## config.mk

```make
export PLATFORM = sky130hd
export DESIGN_NAME = pe_array_feeder
export DESIGN_NICKNAME = d
export VERILOG_FILES = /design/src/rtl/pe_array_feeder.sv
export SDC_FILE = /design/constraint.sdc
export NUM_CORES = 1
export LEC_CHECK = 0
export ABC_AREA = 1
export CAP_MARGIN = 5
export CELL_PAD_IN_SITES_DETAIL_PLACEMENT = 0
export CELL_PAD_IN_SITES_GLOBAL_PLACEMENT = 2
export CORE_MARGIN = 8
export CORE_UTILIZATION = 27
export DETAILED_ROUTE_END_ITERATION = 6
export PLACE_DENSITY = 0.82
export SLEW_MARGIN = 15
export SYNTH_ARGS = -nofsm -noshare
export SYNTH_HDL_FRONTEND = slang
export SYNTH_SLANG_ARGS = --single-unit
```

## constraint.sdc

```tcl
create_clock -name iClk -period 2.1 [get_ports iClk]
set_input_delay 0.42 -clock iClk [delete_from_list [all_inputs] [get_ports iClk]]
set_output_delay 0.42 -clock iClk [all_outputs]
set_load 0.01 [all_outputs]
```

## src/rtl/pe_array_feeder.sv

```systemverilog
// Job sequencer feeding a 1-D systolic PE row and serializing its results.
// Optional macro PE_FEEDER_STALL_CNT_EN adds a saturating STEP stall counter.
module pe_array_feeder #(
  parameter int ARRAY_NUM = 3,
  parameter int KMAX      = 16,
  parameter int DRAIN_LAT = 5,
  localparam int KW = $clog2(KMAX + 1),
  localparam int LW = $clog2(ARRAY_NUM)
) (
  input  logic                   iClk,
  input  logic                   iRst,
  input  logic                   iStart,
  input  logic [KW-1:0]          iKernelLen,
  output logic                   oBusy,
  output logic                   oDone,
  input  logic                   iDataValid,
  output logic                   oDataReady,
  input  logic [7:0]             iData,
  input  logic                   iWeightValid,
  output logic                   oWeightReady,
  input  logic [7:0]             iWeight,
  output logic [8*ARRAY_NUM-1:0] oArrData,
  output logic [ARRAY_NUM-2:0]   oArrPassLeft,
  output logic [7:0]             oArrWeight,
  output logic                   oArrClearAcc,
  input  logic [8*ARRAY_NUM-1:0] iArrResult,
`ifdef PE_FEEDER_STALL_CNT_EN
  output logic [15:0]            oStallCnt,
`endif
  output logic                   oResultValid,
  input  logic                   iResultReady,
  output logic [7:0]             oResult,
  output logic [LW-1:0]          oResultLane
);

  localparam int DW = $clog2(DRAIN_LAT + 1);

  typedef enum logic [2:0] {
    S_IDLE,
    S_CLEAR,
    S_GATHER,
    S_STEP,
    S_DRAIN,
    S_UNLOAD
  } state_t;

  state_t r_state;
  state_t w_next;

  logic [KW-1:0]                r_klen;
  logic [KW-1:0]                r_k;
  logic [LW-1:0]                r_gcnt;
  logic [LW-1:0]                r_lane;
  logic [DW-1:0]                r_dcnt;
  logic [ARRAY_NUM-1:0][7:0]    r_gather;
  logic [ARRAY_NUM-1:0][7:0]    r_snap;
  logic [ARRAY_NUM-1:0][7:0]    r_arr_data;
  logic [ARRAY_NUM-2:0]         r_pass;
  logic [7:0]                   r_weight;
  logic                         r_clear;
  logic                         r_done;

  logic w_k0;
  logic w_start_ok;
  logic w_data_rdy;
  logic w_wgt_rdy;
  logic w_data_acc;
  logic w_issue;
  logic w_last_tap;
  logic w_last_gather;
  logic w_last_lane;
  logic w_res_vld;
  logic w_res_acc;
  logic w_drain_end;

  always_comb begin
    w_k0          = (r_k == '0);
    w_start_ok    = iStart && !r_done &&
                    (iKernelLen != '0) &&
                    (iKernelLen <= KW'(KMAX));
    w_last_tap    = (r_k == r_klen - KW'(1));
    w_last_gather = (r_gcnt == LW'(ARRAY_NUM - 1));
    w_last_lane   = (r_lane == LW'(ARRAY_NUM - 1));
    w_drain_end   = (r_state == S_DRAIN) &&
                    (r_dcnt == DW'(DRAIN_LAT));
    w_data_rdy    = 1'b0;
    w_wgt_rdy     = 1'b0;
    unique case (r_state)
      S_GATHER: w_data_rdy = 1'b1;
      S_STEP: begin
        if (w_k0) begin
          w_wgt_rdy = 1'b1;
        end else begin
          // k>=1 taps need a data byte and a tap together
          w_wgt_rdy  = iDataValid;
          w_data_rdy = iWeightValid;
        end
      end
      default: ;
    endcase
    if (iRst) begin
      w_data_rdy = 1'b0;
      w_wgt_rdy  = 1'b0;
    end
    w_res_vld  = (r_state == S_UNLOAD) && !iRst;
    w_data_acc = w_data_rdy && iDataValid;
    w_issue    = w_wgt_rdy && iWeightValid;
    w_res_acc  = w_res_vld && iResultReady;
  end

  always_comb begin
    w_next = r_state;
    unique case (r_state)
      S_IDLE:   if (w_start_ok) w_next = S_CLEAR;
      S_CLEAR:  w_next = S_GATHER;
      S_GATHER: if (w_data_acc && w_last_gather) w_next = S_STEP;
      S_STEP:   if (w_issue && w_last_tap) w_next = S_DRAIN;
      S_DRAIN:  if (w_drain_end) w_next = S_UNLOAD;
      S_UNLOAD: if (w_res_acc && w_last_lane) w_next = S_IDLE;
      default:  w_next = S_IDLE;
    endcase
  end

  always_ff @(posedge iClk) begin
    if (iRst) r_state <= S_IDLE;
    else      r_state <= w_next;
  end

  always_ff @(posedge iClk) begin
    if (iRst) begin
      r_klen     <= '0;
      r_k        <= '0;
      r_gcnt     <= '0;
      r_lane     <= '0;
      r_dcnt     <= '0;
      r_gather   <= '0;
      r_snap     <= '0;
      r_arr_data <= '0;
      r_pass     <= '0;
      r_weight   <= '0;
      r_clear    <= 1'b0;
      r_done     <= 1'b0;
    end else begin
      r_done   <= w_res_acc && w_last_lane;
      r_clear  <= (r_state == S_CLEAR);
      r_weight <= w_issue ? iWeight : 8'h00;
      r_pass   <= (w_issue && !w_k0) ? '1 : '0;
      if (w_issue) begin
        if (w_k0) r_arr_data <= r_gather;
        else      r_arr_data[ARRAY_NUM-1] <= iData;
        r_k <= r_k + KW'(1);
      end
      if ((r_state == S_IDLE) && w_start_ok) begin
        r_klen <= iKernelLen;
        r_k    <= '0;
        r_gcnt <= '0;
        r_lane <= '0;
        r_dcnt <= '0;
      end
      if ((r_state == S_GATHER) && w_data_acc) begin
        r_gather[r_gcnt] <= iData;
        r_gcnt           <= r_gcnt + LW'(1);
      end
      if (r_state == S_DRAIN) begin
        r_dcnt <= r_dcnt + DW'(1);
        if (w_drain_end) r_snap <= iArrResult;
      end
      if (w_res_acc) begin
        r_lane <= w_last_lane ? '0 : r_lane + LW'(1);
      end
    end
  end

`ifdef PE_FEEDER_STALL_CNT_EN
  logic [15:0] r_stall;

  always_ff @(posedge iClk) begin
    if (iRst || (r_state == S_CLEAR)) begin
      r_stall <= '0;
    end else if ((r_state == S_STEP) && !w_issue &&
                 (r_stall != 16'hFFFF)) begin
      r_stall <= r_stall + 16'd1;
    end
  end

  assign oStallCnt = r_stall;
`endif

  assign oBusy        = (r_state != S_IDLE);
  assign oDone        = r_done;
  assign oDataReady   = w_data_rdy;
  assign oWeightReady = w_wgt_rdy;
  assign oArrData     = r_arr_data;
  assign oArrPassLeft = r_pass;
  assign oArrWeight   = r_weight;
  assign oArrClearAcc = r_clear;
  assign oResultValid = w_res_vld;
  assign oResult      = r_snap[r_lane];
  assign oResultLane  = r_lane;

endmodule

```

==> flow_summary.ini <==
[floorplan]
io_pins = 101
fp.dieH_um = 142
row_count = 46
initial_utilization_pct = 27.3
core_region_area_sq_mm = 0.0157
dieArea_sq_mm = 0.0202
die_w_um = 142

[worst_setup_path]
r2r_setup_slack_ns = 0.23
worstPathArrival_ns = 1.64
path_max_fanout = 9
rr_worst_depth = 12
crit_type = register to primary output
cp.required_ns = 1.68
r2r-start = r_k[0]
cp-end-kind = primary output
timing.rr.end = r_k[1]
cp-start-kind = register

[clocking]
cts_tree = built
htreeDepth = 3
clk_latency_ns = 0.35
clkTransAtPathRegs_ns = 0.07
clock-sinks = 103
clk_path_buf_depth = 2
cts-buffers-inserted = 9
holdBufCountCts = 0
cts-root-buf = clkbuf_16

[detailed_routing]
first_pass_iters = 4
wl_mm = 12.3
drtIter0Drc = 189
drc = 0
num_vias = 4017
vias_per_cell = 4.38
routedWlPerCell_um = 13.4
final_antenna_net_count = 0

[finish]
final_cell_mix = 100 x nand2_1, 100 x dfxtp_1, 88 x clkdlybuf4s50_1
final_util_pct = 38.4
final_nets = 755
regArea_sq_mm = 0.00207
fill_cells = 1617
multi_input_area_sq_mm = 0.00184
drive_gt1_share_pct = 10.4
syn_to_final_growth_pct = 40.8
n_antenna_cell = 0
final_area_sq_mm = 0.00603

[hold_path]
hp-class = register to register
hold_depth = 2
min_to = r_snap[11]
hp-start = r_snap[11]

[flow_run]
cap_violations = 0

[sta]
worst_pin_slew_ns = 0.336
min_period_ns = 2.06
hold_viol = 0
worst_slack_ns = 0.0425
min_period_over_period_pct = 98.0
setup_violations = 0
slew_headroom_pct = 77.6
skew_ns = 0.00834
rsz0062_at_grt = yes
clock.fmax_ghz = 0.486
maxSlewViolCount = 0

[grt]
grt_pass1_vias = 4045
grt_overflow = 0
grt_usage_pct = 12.5
grt_max_degree = 41
antenna_found_initial = 0
grt_pass1_wl_mm = 20.1

[synthesis]
ys_warn_count = 0
syn_inst = 577
ys_types = 30
netlist_area_sq_mm = 0.00428
synth-seq-area-share_pct = 48.1
syn_area_per_cell_sq_um = 7.42
synth.net_count = 636
synth-seq-cells = 103

[placed_design]
io_buffers = 100
place_worst_setup_slack_ns = -0.158
dp_hpwl_mm = 9.16
placed_area_sq_mm = 0.00568
gp_congestion = 0.774

[pwr]
max-vdd-ir-drop_mv = 0.456
switching_share_pct = 28.9
clock_power_share_pct = 36.7
pwr_density_cell_mw_per_mm2 = 820
sequentialPowerShare_pct = 42.7
combPwrFrac_pct = 20.6
power_switching_mw = 1.43
leakage_nw = 2.38
p_int_mw = 3.52

[status]
status = finished, final reports clean
==> power groups by stage <==
stage | Sequential [mW] | Clock [mW] | Combinational, mW
2_1_floorplan | 2.15 | 0 | 0.612
3_3_place_gp | 2.16 | 0 | 1.03
3_5_place_dp | 2.16 | 0 | 1.04
4_1_cts | 2.11 | 1.87 | 1.03
5_1_grt | 2.12 | 1.95 | 1.16
6_report | 2.11 | 1.81 | 1.02
==> logic make-up (layout without fill, tap and decap cells) <==
family | after synthesis | count (layout) | synth area share [%]
flops | 103 | 103 | 48.1
compound gates | 125 | 125 | 15.9
xor+xnor | 2 | 2 | 0.409
fa+ha+maj | 8 | 8 | 2.34
buf+inv | 94 | 218 | 9.05
simple gates | 245 | 245 | 24.1
==> metrics by stage <==
| step | instances | setup TNS [ns] | hold WS [ns] | total power [mW] |
|---|---|---|---|---|
| after floorplan | 577 | 0 | 0.429 | 2.76 |
| after global placement | 898 | -1.93 | 0.440 | 3.18 |
| after detailed placement | 898 | -3.26 | 0.448 | 3.19 |
| after CTS | 917 | -0.0357 | 0.458 | 5.02 |
| after global routing | 917 | -0.0199 | 0.478 | 5.23 |
| final | 917 | 0 | 0.456 | 4.95 |
==> critical path: stages, from the launching register on <==
cell             delay, ns
dfxtp_2               0.37
inv_1                 0.05
nor2_1                0.09
bufinv_8              0.21
buf_4                 0.13
o221ai_1              0.18
clkdlybuf4s15_2       0.27
==> area by class of cell <==
class                           instances  area share (%)
Tap cell                              216            4.48
Timing Repair Buffer                  131            20.7
Multi-Input combinational cell        380            30.5
Inverter                               71            4.69
Clock inverter                          6            1.56
Sequential cell                       103            34.3
Clock buffer                           10            3.80
==> registers in the layout, indices dropped and copies added (netlist names) <==
name,flops
r_k,5
oDone,1
oResultLane,2
oArrWeight,8
r_dcnt,3
oArrClearAcc,1
r_gather,24
r_klen,5
oArrPassLeft,1
r_snap,24
r_state,3
r_gcnt,2
oArrData,24
==> how the worst max path moves through the flow <==
stage          cells past startpoint      startpoint  slack (ns)         end
2_1_floorplan                      9          r_k[0]        0.40  oDataReady
6_report                           6  oResultLane[0]        0.04  oResult[3]
3_3_place_gp                       6    iWeightValid       -0.13  oDataReady
4_1_cts                           10          r_k[0]       -0.02  oDataReady
3_5_place_dp                       6    iWeightValid       -0.16  oDataReady
5_1_grt                           10          r_k[0]       -0.02  oDataReady
==> timing repair <==
item | CTS | global route
resized for setup | 26 | 8
pin swaps | 0 | 1
endpoints found under the setup margin | 12 | 4
buffers inserted | 3 | 0
==> Yosys cell counts <==
cell type  instances  area (sq um)
nand2_4            3          33.8
o21bai_1           1          7.51
o21ai_0           47           235
buf_2              4          20.0
nor2_4             1          11.3
a211oi_1           2          15.0
inv_2              3          11.3
dfxtp_1          103          2060
nand2_2            2          12.5
xor2_1             2          17.5
ha_1               8           100
nand3_1           45           225
inv_1             63           236
or2_2              1          6.26
buf_6              2          22.5
nor2_2             3          18.8
buf_8              1          15.0
a22oi_1            2          15.0
nor3_1             3          15.0
a21oi_1           54           270
nor4_1             1          6.26
clkbuf_1          15          56.3
clkinv_1           5          18.8
o221ai_1           8          70.1
nand2_1          101           379
a31oi_1           10          62.6
nor2_1            84           315
buf_4              1          7.51
o21a_1             1          7.51
nand3_2            1          10.0
==> per-layer routing <==
metal  wire length, um  track usage [%]
met2              5930             20.7
met3               584             3.09
met4               176             4.75
met5                 0                0
met1              5630             15.4
Note: power is estimated with default switching activity, not from simulation.
